$ cat src/rtl/fetch_line_unpacker_pkg.sv
// Shared types and default widths for the fetch-line unpacker slice.
package fetch_line_unpacker_pkg;

  localparam int DEF_LINE_W  = 256;
  localparam int DEF_INSTR_W = 32;
  localparam int DEF_ADDR_W  = 32;

  // One fetch queue entry: PC in the upper half, instruction in the lower half.
  typedef struct packed {
    logic [31:0] pc;
    logic [31:0] instr;
  } fetch_pkt_t;

  typedef enum logic {
    UNPK_IDLE,
    UNPK_EMIT
  } unpacker_state_t;

endpackage

$ cat src/rtl/fetch_line_unpacker_if.sv
// I-cache response side plus fetch queue write side of the unpacker.
// The slave modport is the unpacker; the master modport is the cache/queue environment.
interface fetch_line_unpacker_if
  import fetch_line_unpacker_pkg::*;
#(
  parameter int LINE_W  = DEF_LINE_W,
  parameter int INSTR_W = DEF_INSTR_W,
  parameter int ADDR_W  = DEF_ADDR_W
);

  logic                      line_valid;
  logic                      line_ready;
  logic [LINE_W-1:0]         line_data;
  logic [ADDR_W-1:0]         line_pc;
  logic                      flush;
  logic                      q_full;
  logic                      enqueue;
  logic [ADDR_W+INSTR_W-1:0] wdata;
  logic                      busy;

  modport slave (
    input  line_valid, line_data, line_pc, flush, q_full,
    output line_ready, enqueue, wdata, busy
  );

  modport master (
    output line_valid, line_data, line_pc, flush, q_full,
    input  line_ready, enqueue, wdata, busy
  );

endinterface

$ cat src/rtl/fetch_line_unpacker.sv
// Writer side of the instruction fetch queue: takes one cache line per handshake
// and pushes one {pc, instr} packet per cycle, honouring queue full and redirect flush.
module fetch_line_unpacker
  import fetch_line_unpacker_pkg::*;
#(
  parameter int LINE_W  = DEF_LINE_W,
  parameter int INSTR_W = DEF_INSTR_W,
  parameter int ADDR_W  = DEF_ADDR_W
) (
  input  logic                  clk,
  input  logic                  rst_n,
  fetch_line_unpacker_if.slave  bus
);

  localparam int WORDS = LINE_W / INSTR_W;
  localparam int IDX_W = $clog2(WORDS);
  localparam int OFF   = $clog2(INSTR_W / 8);

  // Clears the word index and byte offset bits so base_q points at the line start.
  localparam logic [ADDR_W-1:0] BASE_MASK = {ADDR_W{1'b1}} << (OFF + IDX_W);
  localparam logic [IDX_W-1:0]  LAST_IDX  = IDX_W'(WORDS - 1);

  unpacker_state_t   state_q;
  logic [LINE_W-1:0] line_q;
  logic [ADDR_W-1:0] base_q;
  logic [IDX_W-1:0]  idx_q;

  logic              emit;
  logic              last;
  logic              accept;
  logic [IDX_W-1:0]  start_idx;

  assign emit      = (state_q == UNPK_EMIT);
  assign last      = (idx_q == LAST_IDX);
  assign start_idx = bus.line_pc[OFF+IDX_W-1:OFF];

  // Handshake outputs are combinational so a new line can overlap the last word.
  assign bus.enqueue    = rst_n & emit & ~bus.q_full & ~bus.flush;
  assign bus.line_ready = rst_n & ~bus.flush & (~emit | (last & ~bus.q_full));
  assign bus.busy       = rst_n & emit;
  assign accept         = bus.line_valid & bus.line_ready;

  assign bus.wdata = {base_q | (ADDR_W'(idx_q) << OFF),
                      line_q[idx_q*INSTR_W +: INSTR_W]};

  // Line capture, word stepping and flush/reset discard in one state machine.
  always_ff @(posedge clk) begin
    if (!rst_n) begin
      state_q <= UNPK_IDLE;
      idx_q   <= '0;
    end else if (bus.flush) begin
      state_q <= UNPK_IDLE;
    end else begin
      case (state_q)
        UNPK_IDLE: begin
          if (accept) begin
            line_q  <= bus.line_data;
            base_q  <= bus.line_pc & BASE_MASK;
            idx_q   <= start_idx;
            state_q <= UNPK_EMIT;
          end
        end
        UNPK_EMIT: begin
          if (accept) begin
            line_q  <= bus.line_data;
            base_q  <= bus.line_pc & BASE_MASK;
            idx_q   <= start_idx;
          end else if (bus.enqueue) begin
            if (last) begin
              state_q <= UNPK_IDLE;
            end else begin
              idx_q <= idx_q + IDX_W'(1);
            end
          end
        end
        default: state_q <= UNPK_IDLE;
      endcase
    end
  end

endmodule

$ cat src/flat_wrapper.sv
// flat-port wrapper written by rule: the top's interface ports become plain ports
module fetch_line_unpacker_flat import fetch_line_unpacker_pkg::*;
#(
  parameter int LINE_W  = DEF_LINE_W,
  parameter int INSTR_W = DEF_INSTR_W,
  parameter int ADDR_W  = DEF_ADDR_W
)
  (clk, rst_n, bus_line_valid, bus_line_data, bus_line_pc, bus_flush, bus_q_full, bus_line_ready, bus_enqueue, bus_wdata, bus_busy);
  fetch_line_unpacker_if #(.LINE_W(LINE_W), .INSTR_W(INSTR_W), .ADDR_W(ADDR_W)) bus_i ();
  input  logic clk;
  input  logic rst_n;
  input wire logic [$bits(bus_i.line_valid)-1:0] bus_line_valid;
  input wire logic [$bits(bus_i.line_data)-1:0] bus_line_data;
  input wire logic [$bits(bus_i.line_pc)-1:0] bus_line_pc;
  input wire logic [$bits(bus_i.flush)-1:0] bus_flush;
  input wire logic [$bits(bus_i.q_full)-1:0] bus_q_full;
  output wire logic [$bits(bus_i.line_ready)-1:0] bus_line_ready;
  output wire logic [$bits(bus_i.enqueue)-1:0] bus_enqueue;
  output wire logic [$bits(bus_i.wdata)-1:0] bus_wdata;
  output wire logic [$bits(bus_i.busy)-1:0] bus_busy;
  assign bus_i.line_valid = bus_line_valid;
  assign bus_i.line_data = bus_line_data;
  assign bus_i.line_pc = bus_line_pc;
  assign bus_i.flush = bus_flush;
  assign bus_i.q_full = bus_q_full;
  assign bus_line_ready = bus_i.line_ready;
  assign bus_enqueue = bus_i.enqueue;
  assign bus_wdata = bus_i.wdata;
  assign bus_busy = bus_i.busy;
  fetch_line_unpacker #(.LINE_W(LINE_W), .INSTR_W(INSTR_W), .ADDR_W(ADDR_W)) u_core (.clk(clk), .rst_n(rst_n), .bus(bus_i));
endmodule
$ cat config.mk
export PLATFORM = sky130hd
export DESIGN_NAME = fetch_line_unpacker_flat
export DESIGN_NICKNAME = d
export VERILOG_FILES = /design/src/rtl/fetch_line_unpacker_pkg.sv /design/src/rtl/fetch_line_unpacker_if.sv /design/src/rtl/fetch_line_unpacker.sv /design/src/flat_wrapper.sv
export SDC_FILE = /design/constraint.sdc
export NUM_CORES = 1
export LEC_CHECK = 0
export CORE_AREA = 2 2 141 143
export CTS_CLUSTER_SIZE = 10
export DETAILED_ROUTE_END_ITERATION = 16
export DIE_AREA = 0 0 143 145
export DONT_BUFFER_PORTS = 1
export PLACE_DENSITY = 0.82
export SYNTH_ARGS = -nofsm -noshare
export SYNTH_HDL_FRONTEND = slang
export SYNTH_SLANG_ARGS = --single-unit
$ cat constraint.sdc
create_clock -name clk -period 10.2 [get_ports clk]
set_input_delay 1.53 -clock clk [delete_from_list [all_inputs] [get_ports clk]]
set_output_delay 1.53 -clock clk [all_outputs]
set_load 0.02 [all_outputs]
* Yosys cells after proc, flatten, opt, wreduce, memory -nomap -nowiden *
Index checks and enable logic that the tools add are counted.

cells by class
  equal/unequal tests = 4
  shift-type cells = 1
  muxes and demuxes = 12
  reductions and logical operators = 3
  bitwise logic cells = 13
  add/sub/neg operators = 1

operators with widths
  operator                                               count
  2-to-1 mux 256 bit                                     1
  indexed part select 256 x 9 -> 32 bit                  1
  2-to-1 mux 32 bit                                      1
  OR 32 x 5 -> 32 bit                                    1
  2-to-1 mux 3 bit                                       4
  bitwise AND 1 bit                                      7
  inequality test 3 bit, second input constant           2
  case mux 3 bit (2 select lines)                        1
  2-to-1 mux 1 bit                                       4
  inverter 1 bit                                         4
  AND reduction 4 bit                                    1
  adder 3 x 1 -> 3 bit, second input constant            1
  == test 3 bit, second input constant                   1
  AND reduction 3 bit                                    1
  inequality test 2 x 1 -> 1 bit, second input constant  1
  case mux 1 bit (2 select lines)                        1
  OR reduction 2 bit                                     1
  OR 1 bit                                               1

storage, ports and cells
  logic and storage cells = 38
  bits of input ports = 293
  output and inout port bits = 67
  register bits after elaboration = 287

* Longest topological paths before layout *
  depth after elaboration = 7
  mapped depth = 6
  depth with buffers taken out = 6

* Worst setup path before layout *
Ideal clock, no wire load.

  path kind = input port to flip-flop
  start = in bus_flush
  end = reg u_core.base_q[10] (enable)
  path slack = 0.928 ns
  data required time = 9.521 ns
  buffers on the path = 0
  data arrival time = 8.593 ns
  setup time = 0.679 ns
  cell stages on the path = 3
  path through = nand2b_1 -> a21oi_1 -> and2_1

on the way
  word-level cells in the longest chain between the ends = 5

ends and longest elaborated chain
  what                            RTL line                   source
  from (decl)                     flat_wrapper.sv:15         input wire logic [$bits(bus_i.flush)-1:0] bus_flush;
  inverter 1 bit                  fetch_line_unpacker.sv:39  assign bus.line_ready = rst_n & ~bus.flush & (~emit | (last & ~bus.q_full));
  bitwise AND 1 bit (2 in a row)  fetch_line_unpacker.sv:39
  named net bus_line_ready        flat_wrapper.sv:17         output wire logic [$bits(bus_i.line_ready)-1:0] bus_line_ready;
  bitwise AND 1 bit               fetch_line_unpacker.sv:41  assign accept = bus.line_valid & bus.line_ready;
  AND reduction 3 bit (no line)   --
  to (signal assigned)            fetch_line_unpacker.sv:58  base_q <= bus.line_pc & BASE_MASK;
  to (signal assigned)            fetch_line_unpacker.sv:66  base_q <= bus.line_pc & BASE_MASK;
  to (decl)                       fetch_line_unpacker.sv:25  logic [ADDR_W-1:0] base_q;

The timed path passes the listed nets, and every way through them passes these cells.
A chain may end at the register's enable or synchronous reset.

* Worst setup path after layout *
  start = reg u_core.idx_q[1]
  end = reg u_core.line_q[49] (enable)

on the way
  word-level cells in the longest chain between the ends = 6

ends and longest elaborated chain
  what                           RTL line                   source
  from (decl)                    fetch_line_unpacker.sv:26  logic [IDX_W-1:0] idx_q;
  from (signal assigned)         fetch_line_unpacker.sv:59  idx_q <= start_idx;
  from (signal assigned)         fetch_line_unpacker.sv:67  idx_q <= start_idx;
  from (signal assigned)         fetch_line_unpacker.sv:72  idx_q <= idx_q + IDX_W'(1);
  == test 3 bit                  fetch_line_unpacker.sv:34  assign last = (idx_q == LAST_IDX);
  bitwise AND 1 bit              fetch_line_unpacker.sv:39
  OR 1 bit                       fetch_line_unpacker.sv:39
  bitwise AND 1 bit              fetch_line_unpacker.sv:39
  named net bus_line_ready       flat_wrapper.sv:17
  bitwise AND 1 bit              fetch_line_unpacker.sv:41
  AND reduction 3 bit (no line)  --
  to (signal assigned)           fetch_line_unpacker.sv:57  line_q <= bus.line_data;
  to (signal assigned)           fetch_line_unpacker.sv:65  line_q <= bus.line_data;
  to (decl)                      fetch_line_unpacker.sv:24  logic [LINE_W-1:0] line_q;

The timed path passes the listed nets, and every way through them passes these cells.

==> flow_summary.json <==
{
  "die_x_um": 143,
  "port_buffers": 0,
  "place_inst": 678,
  "via_count": 4371,
  "worstMarginPinSlew_ns": 1.20,
  "cts_buffers": 35,
  "outcome": "finished, final reports clean",
  "synth_top_cell_by_area": "edfxtp_1",
  "cp.required_ns": 10.30,
  "ys.warnings.count": 0,
  "yosys.area.top_type_share_pct": 79.6,
  "fin_skew_ns": 0.0150,
  "irDropWorstVdd_uv": 203,
  "slew_headroom_pct": 20.2,
  "clkTransAtPathRegs_ns": 0.05,
  "hold_depth": 2,
  "swShare_pct": 20.4,
  "critPathArrivalTime_ns": 4.90,
  "cts-htree-levels": 2,
  "rows": 51,
  "final_common_cell": "edfxtp_1",
  "fmax_mhz": 209,
  "reg2reg_depth": 7,
  "grt-ovfl-total": 0,
  "worstPathMaxFanout": 93,
  "postCtsResizedCells": 0,
  "critical_path_buf_inv_count": 2,
  "track_usage_pct": 19.9,
  "syn_area_mm2": 0.0107,
  "die_y_um": 145,
  "power.density_mw_per_mm2": 216,
  "p_leak_nw": 3.65,
  "place_area_mm2": 0.0109,
  "synth.distinct_cells": 25,
  "cap_violations": 0,
  "ys_seq_area_share_pct": 80.4,
  "post-route-min-period_ns": 4.80,
  "cts-root-buf": "clkbuf_16",
  "slowest_delay_ns": 1.02,
  "setup_tns_ns": 0,
  "layout_common_cells": "283 x edfxtp_1, 64 x mux4_2, 36 x clkbuf_16, 32 x mux2_2, 7 x clkbuf_1",
  "p_sw_mw": 0.526,
  "stdcell_count": 731,
  "crit_slowest_cell": "dfxtp_4",
  "grt_max_degree": 94,
  "p_comb_share_pct": 5.5,
  "initial_core_util_pct": 55.6,
  "cts_hold_buf": 0,
  "gp_congestion": 0.821,
  "timing.final.crit_share_pct": 47.0,
  "yosys_register_bits": 287,
  "cts.path.max_buffers": 3,
  "netlist_top_cells_area": "edfxtp_1 80%, mux4_2 14%, mux2_2 3.4%",
  "final-setup-viol-count": 0,
  "cts.sinks": 287,
  "worstSetupPathDepth": 7,
  "dp_hpwl_um": 13700,
  "insertion_delay_ns": 0.50,
  "vias_per_cell": 5.98,
  "path_cells": "ha_1 -> ha_1 -> nand2b_1 -> a21oi_1 -> and2_4 -> buf_4 -> buf_4",
  "cpLargestDelayFamily": "buffers and inverters",
  "drive_above_1_share_pct": 31.2,
  "core_mm2": 0.0192,
  "cts_tree": "built",
  "avgSynthCellArea_um2": 24.9,
  "drtAntennaViolNets": 0,
  "slew_viol_final": 0,
  "wire_per_inst_um": 28.3,
  "start_kind": "flop",
  "grt_pass1_wl_um": 29900,
  "die_area_mm2": 0.0207,
  "dr.pass1.iters": 5,
  "area_growth_pct": 11.6,
  "wirelength_um": 20700,
  "crit_type": "reg2reg",
  "holdCritPathClass": "reg2reg",
  "post_cts_buffers": 0,
  "antenna_found_initial": 6,
  "synth_cells": 428,
  "worst_setup_path_end_kind": "flop",
  "pwr-share-clk_pct": 41.3,
  "finalHoldViolCount": 0,
  "io_pins": 360,
  "nNetsFinal": 745,
  "drtIter0Drc": 212,
  "final_cell_area_mm2": 0.0119,
  "seqPwrFrac_pct": 53.3,
  "rsz0062_at_grt": "no",
  "grt_pass1_vias": 4834,
  "internal_power_mw": 2.05,
  "finalPower_mw": 2.58,
  "drc": 0
}
[metrics by stage]
| stage | utilization, % | setup WS, ns | hold slack [ns] |
|---|---|---|---|
| floorplan | - | 0.928 | 0.538 |
| global placement | 56.9 | 5.40 | 0.600 |
| detailed placement | 56.9 | 5.25 | 0.597 |
| CTS | 62.0 | 5.37 | 0.603 |
| global route | 62.0 | 5.08 | 0.646 |
| finish | 62.0 | 5.40 | 0.618 |
[path summary, 6_finish.rpt]
path / slack (ns) / to / from
max: 5.40 / u_core.line_q[49] / u_core.idx_q[1]
min: 0.62 / u_core.emit / u_core.emit
max reg2reg: 5.40 / u_core.line_q[49] / u_core.idx_q[1]
min reg2reg: 0.62 / u_core.emit / u_core.emit
[cell usage after synthesis (all sizes together)]
| library cell | instances |
|---|---|
| o21ai | 3 |
| nor3b | 1 |
| inv | 1 |
| a21oi | 4 |
| a221oi | 1 |
| or3b | 1 |
| mux2i | 2 |
| mux2 | 32 |
| mux4 | 64 |
| nor2 | 1 |
| o31a | 1 |
| edfxtp | 283 |
| ha | 2 |
| nand2 | 1 |
| buf | 12 |
| clkbuf | 8 |
| and2 | 2 |
| dfxtp | 4 |
| nand2b | 3 |
| o221ai | 1 |
| conb | 1 |
[power groups by stage]
stage          combinational [mW]  sequential [mW]  clock [mW]
6_report                    0.141             1.37        1.06
5_1_grt                     0.150             1.38        1.13
4_1_cts                     0.143             1.37        1.08
3_5_place_dp                0.142             1.40           0
3_3_place_gp                0.139             1.39           0
2_1_floorplan               0.141             1.38           0
[worst reg2reg max path: cells and delay by family (launching register included)]
family                   cells  cell delay (ns)
buffers and inverters        2             1.48
flip-flops                   1             1.02
AND/OR/NAND/NOR              2             0.87
AO/OA/AOI/OAI                1             0.50
adder cells (fa/ha/maj)      2             0.46
[state kept, by name (all words and copies together), names as in the netlist]
name	flops
u_core.line_q	256
u_core.emit	1
u_core.idx_q	3
u_core.base_q	27
[cell families after synthesis]
| logic type | synth area share [%] |
|---|---|
| DFF | 80.4 |
| muxes | 17.1 |
| buffers and inverters | 1.21 |
| AOI/OAI and AO/OA | 0.574 |
| and+or+nand+nor | 0.516 |
| adders and majority gates | 0.234 |
| other | 0.0351 |
[cell type report]
class | instances | area (um^2)
Clock inverter | 4 | 37.5
Tap cell | 265 | 332
Multi-Input combinational cell | 121 | 1970
Timing Repair Buffer | 4 | 30.0
Antenna cell | 5 | 12.5
Clock buffer | 44 | 941
Sequential cell | 287 | 8590
Fill cell | 1238 | 7290
Inverter | 1 | 3.75
[layer usage]
| layer | track usage [%] | wire (um) | up-vias |
|---|---|---|---|
| li1 | - | - | 1861 |
| met1 | 21.8 | 7160 | 2212 |
| met2 | 34.5 | 11000 | 254 |
| met3 | 8.55 | 1910 | 42 |
| met4 | 6.98 | 544 | 2 |
| met5 | 0 | 7 | - |
No activity file was read; power rests on OpenSTA's default activity.
